<file path="src/rtl/instr_fetch_unit_pkg.sv">
`default_nettype none
// ============================================================================
// Module   : instr_fetch_unit_pkg
// Brief    : Opcodes, instruction field layout and FSM encoding for the
//            instruction fetch stage.
// Revision : 1.0 - initial release
// ============================================================================
package instr_fetch_unit_pkg;

    localparam int unsigned OP_W = 5;

    localparam logic [OP_W-1:0] OP_NOP  = 5'd0;
    localparam logic [OP_W-1:0] OP_ADD  = 5'd1;
    localparam logic [OP_W-1:0] OP_SUB  = 5'd2;
    localparam logic [OP_W-1:0] OP_AND  = 5'd3;
    localparam logic [OP_W-1:0] OP_OR   = 5'd4;
    localparam logic [OP_W-1:0] OP_HALT = 5'd31;

    // Fixed field layout; bits [1:0] are reserved.
    localparam int unsigned OP_MSB  = 15;
    localparam int unsigned OP_LSB  = 11;
    localparam int unsigned RD_LSB  = 8;
    localparam int unsigned RS1_LSB = 5;
    localparam int unsigned RS2_LSB = 2;

    typedef enum logic [1:0] {
        ST_IDLE   = 2'd0,
        ST_FETCH  = 2'd1,
        ST_ISSUE  = 2'd2,
        ST_HALTED = 2'd3
    } fetch_state_t;

endpackage : instr_fetch_unit_pkg
`default_nettype wire

</file>
<file path="src/rtl/instr_fetch_unit.sv">
`default_nettype none
// ============================================================================
// Module   : instr_fetch_unit
// Brief    : Sequential fetch stage: owns the PC, fetches over req/ack, holds
//            the instruction register and issues decoded fields valid/stall.
// Revision : 1.0 - initial release
// ============================================================================
module instr_fetch_unit
    import instr_fetch_unit_pkg::*;
#(
    parameter int PC_W       = 8,
    parameter int INSTR_W    = 16,
    parameter int REG_ADDR_W = 3
) (
    input  logic                  in_clk,
    input  logic                  in_rst,
    output logic [PC_W-1:0]       out_imem_addr,
    output logic                  out_imem_req,
    input  logic                  in_imem_ack,
    input  logic [INSTR_W-1:0]    in_imem_data,
    output logic [OP_W-1:0]       out_op_code,
    output logic [REG_ADDR_W-1:0] out_rd,
    output logic [REG_ADDR_W-1:0] out_rs1,
    output logic [REG_ADDR_W-1:0] out_rs2,
    output logic                  out_instr_valid,
    input  logic                  in_stall,
    output logic [PC_W-1:0]       out_pc,
    output logic                  out_halted
);

    fetch_state_t         r_state;
    fetch_state_t         w_state_next;
    logic                 w_ack_take;
    logic                 w_valid;
    logic [PC_W-1:0]      r_pc;
    logic [PC_W-1:0]      r_ir_pc;
    logic [INSTR_W-1:0]   r_ir;
    // Reserved instruction bits are intentionally left undecoded.
    logic [INSTR_W-1:0]   w_unused_ir;

    assign w_unused_ir = r_ir;

    always_ff @(posedge in_clk or posedge in_rst) begin
        if (in_rst) begin
            r_state <= ST_IDLE;
            r_pc    <= '0;
            r_ir    <= '0;
            r_ir_pc <= '0;
        end else begin
            r_state <= w_state_next;
            if (w_ack_take) begin
                r_ir    <= in_imem_data;
                r_ir_pc <= r_pc;
                r_pc    <= r_pc + 1'b1;
            end
        end
    end

    always_comb begin
        w_state_next = r_state;
        w_ack_take   = 1'b0;
        case (r_state)
            ST_IDLE: begin
                w_state_next = ST_FETCH;
            end
            ST_FETCH: begin
                if (in_imem_ack) begin
                    w_ack_take   = 1'b1;
                    w_state_next = (in_imem_data[OP_MSB:OP_LSB] == OP_HALT) ? ST_HALTED : ST_ISSUE;
                end
            end
            ST_ISSUE: begin
                if (!in_stall) begin
                    w_state_next = ST_FETCH;
                end
            end
            ST_HALTED: begin
                w_state_next = ST_HALTED;
            end
            default: begin
                w_state_next = ST_IDLE;
            end
        endcase
    end

    // Outputs are decoded purely from registered state.
    always_comb begin
        w_valid         = (r_state == ST_ISSUE);
        out_instr_valid = w_valid;
        out_imem_req    = (r_state == ST_FETCH);
        out_imem_addr   = r_pc;
        out_halted      = (r_state == ST_HALTED);
        out_pc          = r_ir_pc;
        out_op_code     = w_valid ? r_ir[OP_MSB:OP_LSB] : OP_NOP;
        out_rd          = r_ir[RD_LSB  +: REG_ADDR_W];
        out_rs1         = r_ir[RS1_LSB +: REG_ADDR_W];
        out_rs2         = r_ir[RS2_LSB +: REG_ADDR_W];
    end

endmodule : instr_fetch_unit
`default_nettype wire

</file>
<file path="config.mk">
export PLATFORM = sky130hd
export DESIGN_NAME = instr_fetch_unit
export DESIGN_NICKNAME = d
export VERILOG_FILES = /design/src/rtl/instr_fetch_unit_pkg.sv /design/src/rtl/instr_fetch_unit.sv
export SDC_FILE = /design/constraint.sdc
export NUM_CORES = 1
export LEC_CHECK = 0
export BUFFER_PORTS_ARGS = -buffer_cell sky130_fd_sc_hd__buf_2
export CORE_MARGIN = 8
export CORE_UTILIZATION = 35
export CTS_CLUSTER_SIZE = 28
export DETAILED_ROUTE_END_ITERATION = 6
export PLACE_DENSITY = 0.58
export SLEW_MARGIN = 20
export SYNTH_ARGS = -nofsm -noshare
export SYNTH_HDL_FRONTEND = slang
export SYNTH_SLANG_ARGS = --single-unit
</file>
<file path="constraint.sdc">
create_clock -name in_clk -period 2.3 [get_ports in_clk]
set_input_delay 0.23 -clock in_clk [delete_from_list [all_inputs] [get_ports in_clk]]
set_output_delay 0.23 -clock in_clk [all_outputs]
set_load 0.01 [all_outputs]
</file>
==> out/metrics.cfg <==
[yosys]
ys.flop_type=dfrtp_1
synthMostInstantiatedCell=nand2_1
synth_cell_types=22
avgSynthCellArea_sq_um=9.417
syn_inst=150
synth-edff-count=0
synth_warnings=0
synth_largest_area_cell=dfrtp_1
synth.top_cell.area_share_pct=56.69
synth_seq_cells=32
syn_nets=171
synth-seq-area-share_pct=56.69
async_flop_share_pct=100.0
yosys-top-cells-count=nand2_1, dfrtp_1, buf_4, and2_1, xnor2_1
mappedNetlistArea_sq_um=1413
synthTopCellsByArea=dfrtp_1, nand2_1, buf_4

[drt]
ant_nets=0
wl_microns=3089
num_vias=1078
drcViolationCount=0
via_per_inst=4.364
routedWlPerCell_microns=12.51
drtIter0Drc=76
drt_pass1_iterations=4

[setup_path]
worst-endpoint-arrival_ns=1.35
cp_data_required_time_ns=2.07
critPathSlowestCell=dfrtp_1
crit_type=reg2out
cpLargestDelayFamily=simple AND/OR/NAND/NOR gates
cp_num_buf_inv=1
timing.rr.start=r_state[1]$_DFFE_PP0P_
r2r_cells=3
crit_path_end_kind=output pin
slowest_delay_ns=0.47
startpoint_type=register
rrSetupSlack_ns=0.89
r2r-end=out_imem_addr[7]$_DFFE_PP0P_
path_max_fanout=8
critPathLaunch=r_state[0]$_DFFE_PP0P_
path_cells=nor2b_1 > and2_1 > buf_2

[floorplanning]
core_area_sq_um=3943
rows=23
dieHeight_microns=79.53
die-area_sq_um=6325
fp.dieW_microns=79.53
initial_core_util_pct=35.83
ioPinCount=53

[timing]
slew_violations=0
rsz0062_at_grt=no
fin_setup_tns_ns=0
finClkSkew_ns=0.003612
hold_viol=0
relSlewSlack_pct=72.81
finalSetupViolCount=0
finalCritPeriodShare_pct=68.87
fin_crit_ns=1.584
worstMarginPinSlew_ns=0.4079
timing.fmax_ghz=0.6313

[global_route]
grt_pass1_vias=1066
grt_first_pass_wirelength_microns=5168
grt_max_degree=33
grtUsageMet1_pct=11.65
antenna_found_initial=0
grt.total_usage_pct=10.28
grt_most_used_layer=met2
overflow=0
met2_usage_pct=16.63
grtUsageMet3_pct=3.829

[power]
power.total_mw=1.664
p_per_area_nw_per_um2=955.4
power.leakage_nw=0.9962
ir_worst_vdd_uv=338.1

[clock_network]
cts_resized=0
clock_path_buffers=2
clkSlewWorstSetupHoldPaths_ns=0.06
cts_tree=built
hold_buffers=0
cts_made_buffers=5
clock_latency_ns=0.28
cts_setup_buffers=0
cts_root_buffer=clkbuf_8
cts_sinks=32
htreeDepth=2

[min_path]
hp-class=in2async

[cells_and_area]
finalNonFillerCells=247
syn2layout_area_growth_pct=23.29
diodes=0
drive_above_1_share_pct=30.96
final_util_pct=44.18
fill_cells=409
layout.nets=217
multi_input_area_sq_um=508.0
ff_latch_area_sq_um=800.8

[placement]
port_buffers=50
hpwl_microns=2268
dp.cells=239
gp_congestion=0.7533

[run_status]
outcome=completed

[job]
cap_violations=0

[worst max-delay path by stage]
| stage | endpoint | slack [ns] | depth (start not counted) |
|---|---|---|---|
| after floorplan | out_op_code[0] | 1.10 | 2 |
| after global placement | out_imem_addr[7]$_DFFE_PP0P_ | 0.89 | 3 |
| after detailed placement | out_imem_addr[7]$_DFFE_PP0P_ | 0.87 | 3 |
| after CTS | out_op_code[3] | 0.70 | 3 |
| after global routing | out_op_code[1] | 0.53 | 3 |
| final | out_op_code[1] | 0.72 | 3 |
[cells by family after synthesis]
group / Yosys count / synth area share, %
AOI/OAI and AO/OA: 3 / 1.063
xor gates and xnor gates: 7 / 4.340
adders and majority gates: 1 / 0.8856
buffers and inverters: 16 / 7.352
DFF: 32 / 56.69
and+or+nand+nor: 91 / 29.67
[registers in the layout, summed over array words and instances (netlist names)]
| signal | count |
|---|---|
| out_pc | 8 |
| r_ir | 14 |
| out_imem_addr | 8 |
| r_state | 2 |
[metal layers]
metal / part of all wire (%) / routed length, microns / up-vias
met5: 0 / 0 / -
met4: 2.2 / 67 / 0
met3: 6.2 / 193 / 6
met2: 50 / 1544 / 25
met1: 42 / 1282 / 498
li1: - / - / 549
[report_power, final]
part           total (mW)  internal [mW]  switching (mW)
Sequential          0.836          0.730           0.106
Clock               0.439          0.244           0.196
Combinational       0.388          0.170           0.218
[cell usage in the layout (no fill, tap or decap), types with 2 or more instances in the layout]
cell,count
and2_1,6
buf_2,50
buf_4,3
clkbuf_1,2
clkbuf_8,6
dfrtp_1,32
inv_1,2
nand2_1,70
nand3_1,2
nand4_1,3
nor2_1,2
nor2b_1,2
o21ai_0,2
xnor2_1,5
xor2_1,2
[per-stage QoR]
step | cell area [sq um] | setup WS [ns] | hold WS [ns]
after floorplan | 1413 | 1.097 | 0.3354
after global placement | 1652 | 0.8868 | 0.3372
after detailed placement | 1652 | 0.8681 | 0.3405
after CTS | 1742 | 0.7048 | 0.03062
after global routing | 1742 | 0.5333 | 0.05713
final | 1742 | 0.7159 | 0.01886
[worst min-delay path, cell delays in order]
cell   delay (ns)
buf_2        0.09
inv_1        0.04
buf_4        0.36
[layout make-up]
cell class	count	share of cell area [%]
Multi-Input combinational cell	102	29.17
Timing Repair Buffer	53	15.66
Clock buffer	8	5.172
Tap cell	50	3.592
Sequential cell	32	45.98
Inverter	2	0.4310
Power figures use the tool's default switching activity.
